`src/rtl/ahblite_pkg.sv`:
```
// Shared AHB-Lite encodings and the register-interface slave state type.
package ahblite_pkg;

  localparam logic [1:0] HTRANS_IDLE   = 2'b00;
  localparam logic [1:0] HTRANS_BUSY   = 2'b01;
  localparam logic [1:0] HTRANS_NONSEQ = 2'b10;
  localparam logic [1:0] HTRANS_SEQ    = 2'b11;

  localparam logic [2:0] HSIZE_BYTE = 3'd0;
  localparam logic [2:0] HSIZE_HALF = 3'd1;
  localparam logic [2:0] HSIZE_WORD = 3'd2;

  localparam logic HRESP_OKAY  = 1'b0;
  localparam logic HRESP_ERROR = 1'b1;

  typedef enum logic [2:0] {
    ST_IDLE,
    ST_ACCESS,
    ST_DONE,
    ST_ERR1,
    ST_ERR2
  } regif_state_t;

  // Timeout counter width: enough to reach the limit, clamped to 8..16 bits.
  function automatic int unsigned cnt_width(input int unsigned limit);
    int unsigned w;
    w = $clog2(limit + 1);
    if (w < 8) w = 8;
    else if (w > 16) w = 16;
    return w;
  endfunction

endpackage

```
`src/rtl/ahblite_be_gen.sv`:
```
// Byte-enable and alignment-error decode from HSIZE and the low address bits.
module ahblite_be_gen
  import ahblite_pkg::*;
(
  input  logic [2:0] size,
  input  logic [1:0] addr_lo,
  output logic [3:0] be,
  output logic       align_err
);

  always_comb begin
    be        = '0;
    align_err = 1'b0;
    case (size)
      HSIZE_BYTE: be = 4'b0001 << addr_lo;
      HSIZE_HALF: begin
        be        = 4'b0011 << addr_lo;
        align_err = addr_lo[0];
      end
      HSIZE_WORD: begin
        be        = '1;
        align_err = |addr_lo;
      end
      default: align_err = 1'b1;
    endcase
  end

endmodule

```
`src/rtl/ahblite_regif_slave.sv`:
```
// AHB-Lite slave front end driving a wait-stated local register bus.
// Optional ACCESS-state timeout is enabled by defining AHBLITE_REGIF_TIMEOUT_EN.
module ahblite_regif_slave
  import ahblite_pkg::*;
#(
  parameter int unsigned ADDR_W         = 12,
  parameter int unsigned NUM_REGS       = 64,
  parameter int unsigned TIMEOUT_CYCLES = 255
) (
  input  logic                        HCLK,
  input  logic                        HRESET,
  input  logic                        HSEL,
  input  logic [ADDR_W-1:0]           HADDR,
  input  logic [1:0]                  HTRANS,
  input  logic                        HWRITE,
  input  logic [2:0]                  HSIZE,
  input  logic [31:0]                 HWDATA,
  input  logic                        HREADY,
  output logic [31:0]                 HRDATA,
  output logic                        HREADYOUT,
  output logic                        HRESP,
  output logic [$clog2(NUM_REGS)-1:0] reg_addr,
  output logic                        reg_rd,
  output logic                        reg_wr,
  output logic [3:0]                  reg_be,
  output logic [31:0]                 reg_wdata,
  input  logic [31:0]                 reg_rdata,
  input  logic                        reg_ready
);

  localparam int unsigned IDX_W = $clog2(NUM_REGS);

  if (TIMEOUT_CYCLES < 1 || TIMEOUT_CYCLES > 65535 ||
      64'(NUM_REGS) * 64'd4 > (64'd1 << ADDR_W)) begin : g_param_check
    $error("ahblite_regif_slave: illegal parameter combination");
  end

  regif_state_t state, state_nx;
  logic [3:0]   be;
  logic         align_err;
  logic         accept;
  logic         bad;
  logic         start;
  logic         timeout_hit;

  ahblite_be_gen u_be_gen (
    .size      (HSIZE),
    .addr_lo   (HADDR[1:0]),
    .be        (be),
    .align_err (align_err)
  );

  assign accept    = HSEL && HREADY && (HTRANS == HTRANS_NONSEQ || HTRANS == HTRANS_SEQ);
  assign bad       = align_err || (32'(HADDR[ADDR_W-1:2]) >= NUM_REGS);
  assign start     = (state_nx == ST_ACCESS) && (state != ST_ACCESS);
  assign reg_wdata = HWDATA;

`ifdef AHBLITE_REGIF_TIMEOUT_EN
  localparam int unsigned CNT_W = cnt_width(TIMEOUT_CYCLES);
  logic [CNT_W-1:0] to_cnt;

  // Count holds the number of ACCESS cycles already elapsed, so the hit
  // fires in the TIMEOUT_CYCLES-th ACCESS cycle.
  assign timeout_hit = (state == ST_ACCESS) && (32'(to_cnt) == TIMEOUT_CYCLES - 1);

  always_ff @(posedge HCLK) begin
    if (HRESET || state != ST_ACCESS) to_cnt <= '0;
    else                              to_cnt <= to_cnt + 1'b1;
  end
`else
  assign timeout_hit = 1'b0;
`endif

  always_comb begin
    state_nx = state;
    case (state)
      ST_IDLE, ST_DONE, ST_ERR2: begin
        if (accept) state_nx = bad ? ST_ERR1 : ST_ACCESS;
        else        state_nx = ST_IDLE;
      end
      ST_ACCESS: begin
        if (reg_ready)        state_nx = ST_DONE;
        else if (timeout_hit) state_nx = ST_ERR1;
      end
      ST_ERR1: state_nx = ST_ERR2;
      default: state_nx = ST_IDLE;
    endcase
  end

  // Bus-facing outputs are flops loaded from the next state, not state decodes.
  always_ff @(posedge HCLK) begin
    if (HRESET) begin
      state     <= ST_IDLE;
      HREADYOUT <= 1'b1;
      HRESP     <= HRESP_OKAY;
      HRDATA    <= '0;
      reg_rd    <= 1'b0;
      reg_wr    <= 1'b0;
      reg_addr  <= '0;
      reg_be    <= '0;
    end else begin
      state     <= state_nx;
      HREADYOUT <= !(state_nx == ST_ACCESS || state_nx == ST_ERR1);
      HRESP     <= (state_nx == ST_ERR1 || state_nx == ST_ERR2) ? HRESP_ERROR : HRESP_OKAY;
      if (start) begin
        reg_addr <= HADDR[IDX_W+1:2];
        reg_be   <= be;
        reg_rd   <= !HWRITE;
        reg_wr   <= HWRITE;
      end else if (state_nx != ST_ACCESS) begin
        reg_rd <= 1'b0;
        reg_wr <= 1'b0;
      end
      if (state == ST_ACCESS && reg_rd && reg_ready) HRDATA <= reg_rdata;
    end
  end

endmodule

```
`config.mk`:
```
export PLATFORM = sky130hd
export DESIGN_NAME = ahblite_regif_slave
export DESIGN_NICKNAME = d
export VERILOG_FILES = /design/src/rtl/ahblite_pkg.sv /design/src/rtl/ahblite_be_gen.sv /design/src/rtl/ahblite_regif_slave.sv
export SDC_FILE = /design/constraint.sdc
export NUM_CORES = 1
export LEC_CHECK = 0
export BUFFER_PORTS_ARGS = -buffer_cell sky130_fd_sc_hd__buf_2
export CORE_UTILIZATION = 39
export CTS_CLUSTER_SIZE = 10
export DETAILED_ROUTE_END_ITERATION = 8
export PLACE_DENSITY = 0.77
export SYNTH_ARGS = -nofsm -noshare
export SYNTH_HDL_FRONTEND = slang
export SYNTH_HIERARCHICAL = 1
export SYNTH_SLANG_ARGS = --single-unit
export TNS_END_PERCENT = 20
```
`constraint.sdc`:
```
create_clock -name HCLK -period 1.7 [get_ports HCLK]
set_input_delay 0.085 -clock HCLK [delete_from_list [all_inputs] [get_ports HCLK]]
set_output_delay 0.085 -clock HCLK [all_outputs]
set_load 0.05 [all_outputs]
```
==> results of run 1 <==
==> sequential cells by signal (all words and copies together) (netlist names) <==
register   cells
reg_wr         1
HRDATA        32
reg_addr       6
state          3
HREADYOUT      1
reg_be         4
reg_rd         1
HRESP          1
==> power by group <==
group	internal (mW)	switching (mW)
Sequential	1.15	0.00276
Combinational	0.0679	0.0635
Clock	0.442	0.378
Total	1.66	0.444
==> routing by layer <==
metal,wire length [um],part of all wire [%],up-vias,global-route usage (%)
li1,-,-,923,-
met1,1950,44,787,18.0
met3,364,8.1,11,6.02
met5,0,0,-,0
met4,66,1.5,0,6.29
met2,2090,47,84,25.2
==> layout make-up <==
class,instances,area (um^2)
Fill cell,510,2550
Sequential cell,49,981
Clock inverter,2,38.8
Clock buffer,6,72.6
Multi-Input combinational cell,153,779
Inverter,1,3.75
Timing Repair Buffer,110,596
Tap cell,70,87.6
==> cell usage after synthesis <==
cell,n,share of area (%)
nand2_1,66,12
dfxtp_1,49,48
a21oi_1,40,9.7
buf_4,32,12
nor2_1,15,2.7
mux2i_1,10,4.9
clkbuf_1,9,1.6
buf_2,3,0.73
o21ai_0,3,0.73
nand2b_1,2,0.61
nand3b_1,2,0.73
a2111oi_4,1,1.3
a21o_1,1,0.36
a22oi_1,1,0.36
a31oi_1,1,0.30
and3_1,1,0.30
buf_6,1,0.55
inv_1,1,0.18
nand3_1,1,0.24
nand4b_1,1,0.43
nor2b_1,1,0.30
nor3_1,1,0.24
nor3b_1,1,0.36
o21bai_1,1,0.36
or2_2,1,0.30
or2b_2,1,0.43
or3_1,1,0.30
or4_4,1,0.55
==> worst reg2reg max path, delay by kind of cell, from the launching register on <==
kind                   cells  cell delay [ns]
flip-flops                 1             0.34
multiplexers               1             0.22
buffers and inverters      1             0.19
AND/OR/NAND/NOR            2             0.31
AO/OA/AOI/OAI              1             0.37
==> cell families after synthesis <==
logic type      count (synthesis)  share of synthesized area (%)
simple gates                   95                           19.6
flops                          49                           47.6
compound gates                 48                           13.2
buf+inv                        46                           14.8
mux                            10                           4.86
==> metrics by stage <==
| stage | setup WS [ns] | std cells |
|---|---|---|
| 6_report | 0.177 | 391 |
| 5_1_grt | 0.0767 | 391 |
| 4_1_cts | 0.158 | 389 |
| 3_5_place_dp | -0.0390 | 381 |
| 3_3_place_gp | 0.0108 | 381 |
| 2_1_floorplan | 0.144 | 248 |
==> final timing paths <==
kind	start	endpoint	slack, ns	cells past startpoint
worst max-delay path	state[0]	reg_be[0]	0.18	5
worst min-delay path	reg_rdata[11]	HRDATA[11]	0.02	3
worst max register to register	state[0]	reg_be[0]	0.18	5
worst min register to register	HRDATA[7]	HRDATA[7]	0.45	2
==> repair_timing <==
item,CTS,global route
endpoints found under the hold margin,0,2
resized for setup,0,1
endpoints found under the setup margin,0,1
hold buffers,0,2
==> metrics.csv, run 1 <==
metric;value;unit
outcome;completed;
Setup Crit Path Kind;register to register;
finished layout cell area;0.00256;mm^2
initial antenna violation count;0;
GRT Total Usage;15.4;%
Crit-path slowest cell;a2111oi_4;
final hold vios;0;
root buf cell;clkbuf_8;
Initial Util;40.3;%
Netlist cell types;28;
Via density;4.62;
Detail Placement HPWL;3.31;mm
CTS tree;done;
antenna diode count;0;
Crit Path Max Fanout;12;
Worst Skew;0.00429;ns
synthesized area;0.00206;mm^2
worst-margin pin slew;0.403;ns
critical path's largest stage delay;0.36;ns
DR DRC count;0;
# IOs;165;
DRT antenna net count;0;
vias in the first global route;1375;
Worst setup EP type;register;
normalized max-slew margin;73.1;%
setup TNS;0;ns
P&R area growth vs syn;24.2;%
routability congestion estimate from global placement;0.644;
Synthesis Warnings;6;
final hold slack;0.0185;ns
Die ar.;0.00558;mm^2
VDD IR max;357;uV
largest net degree at the start of global routing;22;
max-slew violation count;0;
final WL;4.47;mm
crit path DAT;1.72;ns
Core Rows;26;
Vias;1805;
drt first pass iters;5;
DR iter-0 viols;42;
Inserted Clock Buffers;5;
syn avg cell area;8.30;um^2
Final Critical Period;1.52;ns
CORE AREA;0.00511;mm^2
max-cap violations;0;
global-route wire length before repair;6.36;mm
share of layout cells above drive strength 1;37.4;%
area of placed instances;0.00242;mm^2
LEAKAGE;1.13;nW
worst-path cell chain;nand4b_1, a2111oi_4, buf_12, mux2i_1, nor2_1;
postcts setup bufs;0;
final setup violation count;0;
Final period util;89.6;%
WL/cell;11.4;um
Critical Path Start Type;register;
Die Y;74.7;um
Seq cells post-synth;49;
syn_nets;335;
total power;2.10;mW
Clk pin slew, worst setup/hold paths;0.09;ns
Clock Path Buffers;2;
fin util;50.1;%
CTS sink count;49;
Syn Inst Count;248;
die span in x;74.7;um
commonest non-fill, non-tap cell in the layout;buf_2;
total grt overflow;0;
Layout Nets;407;
CP Buf/Inv Count;1;
PortBufs;99;
Worst Hold Class;input port to register;
delay-heaviest family, CP;compound AO/OA/AOI/OAI gates;
PwrDens;822;mW/mm^2
WP data required;1.90;ns
RSZ-0062 raised after global routing;no;
Fmax;657;MHz
clk_lat worst skew;0.29;ns
post-synthesis sequential area ratio;47.6;%
H-tree Lvls;2;
commonest cells after routing, fill and taps aside;99 x buf_2, 66 x nand2_1, 49 x dfxtp_1;
Power figures use the tool's default switching activity.
==> run 2: changes to the inputs <==
- CORE_UTILIZATION: 39 -> 35
- CTS_BUF_LIST: not set -> sky130_fd_sc_hd__clkbuf_8 sky130_fd_sc_hd__clkbuf_16
- PLACE_DENSITY: 0.77 -> 0.7
==> run 2 against run 1 <==
Utilization decreased by 4.4 points. Non-clock buffer count is 2 lower. Critical path type unchanged. Highest routed layer unchanged. Sequential share of layout area up 0.21 points. First-iteration DRC count increased by 19%. Combinational power barely moved. Critical endpoint is now reg_addr[3].
==> metrics.csv, run 2 (synthesis results as in run 1) <==
metric;value;unit
total grt overflow;0;
drt first pass iters;4;
fin util;45.7;%
DR DRC count;0;
internal power;1.54;mW
VDD IR max;279;uV
initial antenna violation count;0;
Core Rows;27;
worst-margin pin slew;0.539;ns
Vias;1801;
delay-heaviest family, CP;compound AO/OA/AOI/OAI gates;
Min-Delay Path Depth;3;
die span in x;78.7;um
Comb pwr share;6.7;%
normalized max-slew margin;64.1;%
Sw Ratio;22.2;%
Top reg by flops;HRDATA;
setup TNS;0;ns
WP data required;1.87;ns
Worst Skew;0.0131;ns
Final period util;90.4;%
sequential share of power;58.3;%
Critical Path Start Type;register;
Layout Nets;405;
share of layout cells above drive strength 1;37.7;%
clk_lat worst skew;0.30;ns
Die Y;78.7;um
commonest non-fill, non-tap cell in the layout;buf_2;
Detail Placement HPWL;3.33;mm
Fmax;651;MHz
final WL;4.59;mm
total power;1.98;mW
WL/cell;11.8;um
PwrDens;778;mW/mm^2
worst-path cell chain;nand4b_1, a2111oi_4, buf_12, mux2i_1, nor2_1;
RSZ-0062 raised after global routing;no;
Setup Crit Path Kind;register to register;
Final Critical Period;1.54;ns
CORE AREA;0.00557;mm^2
outcome;completed;
Crit-path slowest cell;a2111oi_4;
Final Non-Filler Cells;390;
vias in the first global route;1607;
max FFs per register;32;
Via density;4.62;
cells on worst reg2reg path;5;
Clock Path Buffers;2;
P&R area growth vs syn;23.6;%
Placed Cells;383;
H-tree Lvls;2;
Initial Util;36.9;%
Inserted Clock Buffers;5;
final hold vios;0;
crit path DAT;1.71;ns
Crit Path Max Fanout;12;
final setup violation count;0;
antenna diode count;0;
largest net degree at the start of global routing;29;
DR iter-0 viols;50;
Clk pin slew, worst setup/hold paths;0.09;ns
postcts setup bufs;0;
Worst setup EP type;register;
Die ar.;0.00620;mm^2
max-slew violation count;0;
commonest cells after routing, fill and taps aside;99 x buf_2, 66 x nand2_1, 49 x dfxtp_1;
critical path's largest stage delay;0.37;ns
CTS tree;done;
Largest regs;HRDATA (32), reg_addr (6), reg_be (4);
GRT Total Usage;14.5;%
CTS sink count;49;
Worst Hold Class;input port to register;
PortBufs;99;
global-route wire length before repair;7.11;mm
DRT antenna net count;0;
RR Endpoint;reg_addr[3];
root buf cell;clkbuf_8;
max-cap violations;0;
Hold Path End;HRDATA[14];
# IOs;165;
P_sw;438;uW
CP Buf/Inv Count;1;
clock share of power;35.0;%
CP Launch Point;state[0];
LEAKAGE;1.12;nW
routability congestion estimate from global placement;0.684;
CTS Hold Bufs;0;
Reg2Reg Setup Slack;0.16;ns
R2R Path Start;state[0];
critical hold path startpoint;reg_rdata[14];
run 2: cell type report:
type	instances	area, um^2
Sequential cell	49	981
Fill cell	608	3030
Clock buffer	6	82.6
Inverter	1	3.75
Timing Repair Buffer	108	601
Multi-Input combinational cell	153	779
Tap cell	72	90.1
Clock inverter	1	7.51
run 2: metrics by stage:
step	hold WS [ns]	setup slack [ns]	instance area [um^2]
floorplan	0.221	0.144	2060
global placement	0.170	0.0115	2450
detailed placement	0.170	-0.0295	2450
CTS	0.00586	0.152	2540
global route	0.00169	0.0429	2540
finish	0.0135	0.163	2540
run 2: how the worst max path moves through the flow:
| stage | cells after the start | endpoint |
|---|---|---|
| floorplan | 7 | reg_addr[0] |
| global placement | 8 | reg_addr[2] |
| detailed placement | 8 | reg_be[0] |
| CTS | 5 | reg_addr[3] |
| global route | 5 | reg_addr[5] |
| finish | 5 | reg_addr[3] |
run 2: repair_timing:
action                                  CTS  global route
endpoints found under the setup margin    0             3
hold endpoints to repair                  0             0
gates resized for setup                   0             1
run 2: power groups by stage:
stage	registers [mW]	clock network (mW)	logic (mW)
2_1_floorplan	1.19	0	0.242
3_3_place_gp	1.18	0	0.131
3_5_place_dp	1.18	0	0.134
4_1_cts	1.15	0.729	0.134
5_1_grt	1.15	0.770	0.146
6_report	1.15	0.692	0.133
run 2: worst min-delay path, cell delays in order:
cell and delay, ns:
buf_2 0.09, nand2_1 0.04, a21oi_1 0.05
run 2: routing by layer:
metal	global-route usage [%]	wire length, um	vias to the layer above	share of wire, %
met3	3.56	306	21	6.7
met2	24.8	2190	73	48
met1	16.3	1960	790	43
met4	8.70	134	0	2.9
li1	-	-	917	-
met5	0	0	-	0
